**src/rtl/comparator_search.sv**
```systemverilog
`default_nettype none
// +--------------------------------------------------------------------------+
// | comparator_search: binary search for a comparator's hidden operand,       |
// | one registered probe per clock. Revision: 1.0                            |
// +--------------------------------------------------------------------------+
module comparator_search #(
  parameter int WIDTH = 4
) (
  input  logic             clk,
  input  logic             rst,
  input  logic             start,
  output logic [WIDTH-1:0] guess,
  input  logic             eq,
  input  logic             lt,
  input  logic             gt,
  output logic             busy,
  output logic             done,
  output logic             found,
  output logic             err,
  output logic [WIDTH-1:0] result,
  output logic [WIDTH-1:0] probes
);

  typedef enum logic [1:0] {
    S_IDLE  = 2'd0,
    S_PROBE = 2'd1,
    S_DONE  = 2'd2
  } state_t;

  localparam logic [WIDTH-1:0] MAX_VAL = '1;
  localparam logic [WIDTH-1:0] MID0    = MAX_VAL >> 1;

  state_t           state_q;
  logic [WIDTH-1:0] lo_q, hi_q, guess_q, result_q, probes_q;
  logic             busy_q, done_q, found_q, err_q;

  // Candidate bounds and midpoints are kept one bit wider so sums never wrap.
  logic [WIDTH:0] lo_up_d, hi_dn_d, sum_up_d, sum_dn_d;
  logic           cross_up_d, cross_dn_d;

  always_comb begin
    lo_up_d    = {1'b0, guess_q} + 1'b1;
    hi_dn_d    = {1'b0, guess_q} - 1'b1;
    sum_up_d   = lo_up_d + {1'b0, hi_q};
    sum_dn_d   = {1'b0, lo_q} + hi_dn_d;
    cross_up_d = (lo_up_d > {1'b0, hi_q});
    cross_dn_d = ({1'b0, lo_q} > hi_dn_d);
  end

  always_ff @(posedge clk) begin
    if (rst) begin
      state_q  <= S_IDLE;
      lo_q     <= '0;
      hi_q     <= '0;
      guess_q  <= '0;
      result_q <= '0;
      probes_q <= '0;
      busy_q   <= 1'b0;
      done_q   <= 1'b0;
      found_q  <= 1'b0;
      err_q    <= 1'b0;
    end else begin
      done_q <= 1'b0;
      case (state_q)
        S_IDLE: begin
          if (start) begin
            lo_q     <= '0;
            hi_q     <= MAX_VAL;
            guess_q  <= MID0;
            probes_q <= '0;
            found_q  <= 1'b0;
            err_q    <= 1'b0;
            result_q <= '0;
            busy_q   <= 1'b1;
            state_q  <= S_PROBE;
          end
        end
        S_PROBE: begin
          probes_q <= probes_q + 1'b1;
          case ({eq, lt, gt})
            3'b100: begin
              result_q <= guess_q;
              found_q  <= 1'b1;
              busy_q   <= 1'b0;
              state_q  <= S_DONE;
            end
            3'b010: begin
              if (guess_q == MAX_VAL || cross_up_d) begin
                result_q <= guess_q;
                err_q    <= 1'b1;
                busy_q   <= 1'b0;
                state_q  <= S_DONE;
              end else begin
                lo_q    <= lo_up_d[WIDTH-1:0];
                guess_q <= sum_up_d[WIDTH:1];
              end
            end
            3'b001: begin
              if (guess_q == '0 || cross_dn_d) begin
                result_q <= guess_q;
                err_q    <= 1'b1;
                busy_q   <= 1'b0;
                state_q  <= S_DONE;
              end else begin
                hi_q    <= hi_dn_d[WIDTH-1:0];
                guess_q <= sum_dn_d[WIDTH:1];
              end
            end
            default: begin
              result_q <= guess_q;
              err_q    <= 1'b1;
              found_q  <= 1'b0;
              busy_q   <= 1'b0;
              state_q  <= S_DONE;
            end
          endcase
        end
        S_DONE: begin
          done_q  <= 1'b1;
          state_q <= S_IDLE;
        end
        default: state_q <= S_IDLE;
      endcase
    end
  end

  assign guess  = guess_q;
  assign busy   = busy_q;
  assign done   = done_q;
  assign found  = found_q;
  assign err    = err_q;
  assign result = result_q;
  assign probes = probes_q;

endmodule
`default_nettype wire
```
**config.mk**
```make
export PLATFORM = sky130hd
export DESIGN_NAME = comparator_search
export DESIGN_NICKNAME = d
export VERILOG_FILES = /design/src/rtl/comparator_search.sv
export SDC_FILE = /design/constraint.sdc
export NUM_CORES = 1
export LEC_CHECK = 0
export CAP_MARGIN = 25
export CORE_ASPECT_RATIO = 0.8
export CORE_UTILIZATION = 43
export DETAILED_ROUTE_END_ITERATION = 10
export GPL_ROUTABILITY_DRIVEN = 1
export PLACE_DENSITY_LB_ADDON = 0.12
export SYNTH_ARGS = -nofsm -noshare
export SYNTH_HDL_FRONTEND = slang
export SYNTH_SLANG_ARGS = --single-unit
```
**constraint.sdc**
```tcl
create_clock -name clk -period 5.94 [get_ports clk]
set_input_delay 1.188 -clock clk [delete_from_list [all_inputs] [get_ports clk]]
set_output_delay 1.188 -clock clk [all_outputs]
set_load 0.02 [all_outputs]
```
==> results.cfg <==
[timing]
slew_violations = 0
rsz0062_at_grt = no
setup_viol_count_final = 0
fin_tns_setup_ns = 0
holdWs_ns = 0.483
relSlewSlack_pct = 32.7
timing.fmax_mhz = 300
timing.final.crit_share_pct = 56.1
final_hold_viol_count = 0
skew_ns = 0.00143
worst_pin_slew_ns = 1.01
finalCriticalPeriod_ns = 3.33

[cells_and_area]
finalNetCount = 241
fin_util_pct = 52.6
drive_gt1_share_pct = 8.02
antenna_cells = 0
areaGrowthSynthToFinish_pct = 16.0
design_area_mm2 = 0.00203

[setup_path]
ff2ff_setup_slack_ns = 2.61
endpoint_kind = register
critPathRequiredTime_ns = 6.11
critPathKind = register to register
critPathArrivalTime_ns = 3.51
cp-start-kind = register
cp_max_fo = 8

[cts]
worstSkewPairLatency_ns = 0.27
htree_num_levels = 1
cts_hold_buf = 0
cts-root-buf = clkbuf_8
cts-buffers-inserted = 3
cts_tree = done
clkTransAtPathRegs_ns = 0.09
ctsLongestPathBuffers = 2
clkSinkCount = 26
post_cts_resize_count = 0
post_cts_buffers = 0

[global_routing]
busiest_layer = met2
grt_overflow = 0
grt.total_usage_pct = 20.4
grt_pass1_wl_um = 6690
antenna_found_initial = 0
first_global_vias = 1387
met2_usage_pct = 32.7
grt_max_degree = 25
use_met1_pct = 28.0
groute.layer.met3.usage_pct = 3.91

[synth]
synth.area.top_cells = dfxtp_1 30%, ha_1 14%, xnor2_1 4.0%
synth_nets = 222
netlist_instances = 195
synth_commonest_cells = 26 x dfxtp_1, 19 x ha_1, 17 x inv_1
syn_area_mm2 = 0.00175
synth-seq-cells = 26
yosysWarnings = 0
synth_seq_area_share_pct = 29.8
synth.largest_area_cell = dfxtp_1
synthArstFlopShare_pct = 0
synth_edf_count = 0
avgSynthCellArea_um2 = 8.97
yosysTopAreaCellShare_pct = 29.8
synth_cell_type_count = 51
synth_most_common_cell = dfxtp_1
synth_flop_cell = dfxtp_1

[routing]
vias = 1498
wl_per_cell_um = 15.2
routed_wl_um = 4050
drtAntennaViolNets = 0
drtIter0Drc = 107
dr.pass1.iters = 4
drc = 0
via_per_inst = 5.61

[pwr]
internal-power_mw = 0.299
p_clk_share_pct = 21.6
netSwitchingPower_mw = 0.170
ir_drop_v = 0.0000929
power.total_mw = 0.469
combPwrFrac_pct = 36.0
swShare_pct = 36.2
p_leak_nw = 0.792
p_per_area_mw_per_mm2 = 231
pwr-share-seq_pct = 42.4

[outcome]
outcome = completed

[placed_design]
io_buffers = 21
placed_area_mm2 = 0.00199
gp_congestion = 0.918
place_hpwl_um = 3170

[floorplan]
dieArea_mm2 = 0.00433
rows = 20
dieWidth_um = 73.3
die_h_um = 59.0
io-pin-count = 22
core-area_mm2 = 0.00385
start_util_pct = 45.4

[flow_run]
drv_cap = 0

[worst_hold_path]
min_path_type = register to register
[per-layer routing]
| metal | wire, µm | part of all wire [%] | vias to the layer above |
|---|---|---|---|
| met5 | 0 | 0 | - |
| met4 | 44 | 1.1 | 0 |
| met3 | 209 | 5.2 | 6 |
| met2 | 1860 | 46 | 39 |
| met1 | 1950 | 48 | 719 |
| li1 | - | - | 734 |
[cell type report]
cell class,count,area [µm²]
inverter,17,63.8
tap,55,68.8
clock buffer,3,41.3
timing repair buffer,21,210
multi-input combinational,145,1120
fill,377,1830
sequential,26,520
[final timing paths]
| kind | from | endpoint | cells past startpoint |
|---|---|---|---|
| min | result[0] | result[0] | 1 |
| min reg2reg | result[0] | result[0] | 1 |
| max reg2reg | guess[0] | result[3] | 10 |
| max | guess[0] | result[3] | 10 |
[power by group through the flow]
stage / logic, mW / clock network (mW) / registers [mW]
finish: 0.169 / 0.101 / 0.199
global route: 0.186 / 0.108 / 0.201
CTS: 0.167 / 0.103 / 0.199
detailed placement: 0.167 / 0 / 0.203
global placement: 0.163 / 0 / 0.203
floorplan: 0.118 / 0 / 0.205
[cells by family (layout without fill, tap and decap cells)]
logic type,after synthesis,after routing,synth area share (%)
compound gates,49,49,21.2
xor+xnor,11,11,5.51
fa+ha+maj,21,21,15.9
buf+inv,24,41,6.01
flops,26,26,29.8
mux,2,2,1.22
simple gates,62,62,20.5
[placed cells by master (no fill, tap or decap), types with 2 or more instances in the layout]
master / netlist / final
a211oi_1: 5 / 5
a21oi_1: 13 / 13
a21oi_2: 2 / 2
a221oi_1: 4 / 4
a22o_1: 4 / 4
and3_1: 2 / 2
clkbuf_8: 0 / 3
clkdlybuf4s50_1: 0 / 21
dfxtp_1: 26 / 26
fa_1: 2 / 2
ha_1: 19 / 19
inv_1: 17 / 17
nand2_1: 9 / 9
nand2b_1: 2 / 2
nand3_1: 9 / 9
nand3b_1: 2 / 2
nor2_1: 16 / 16
nor3_1: 9 / 9
nor3b_2: 2 / 2
o211ai_1: 2 / 2
o21ai_0: 3 / 3
o21bai_1: 3 / 3
o22ai_1: 2 / 2
xnor2_1: 8 / 8
xor2_1: 3 / 3
[through the flow]
| stage | instances | setup slack, ns |
|---|---|---|
| 5_1_grt | 267 | 2.30 |
| 2_1_floorplan | 195 | 3.01 |
| 6_report | 267 | 2.61 |
| 3_3_place_gp | 264 | 2.84 |
| 4_1_cts | 267 | 2.56 |
| 3_5_place_dp | 264 | 2.57 |
[flip-flops by register name, indices dropped and copies added, names as in the netlist]
| signal | cells |
|---|---|
| guess | 4 |
| hi_q | 4 |
| lo_q | 4 |
| probes | 4 |
| result | 4 |
| state_q | 2 |
| busy | 1 |
| done | 1 |
| err | 1 |
| found | 1 |
[worst max-delay path, cell delays in order, from the launching register on]
cell and delay, ns:
dfxtp_1 0.52, inv_1 0.23, ha_1 0.28, xnor2_1 0.26
inv_1 0.08, ha_1 0.35, a221oi_1 0.49, o311ai_4 0.16
a211oi_1 0.45, nor2_1 0.18, a22o_1 0.25
(Power assumes the default switching activity.)
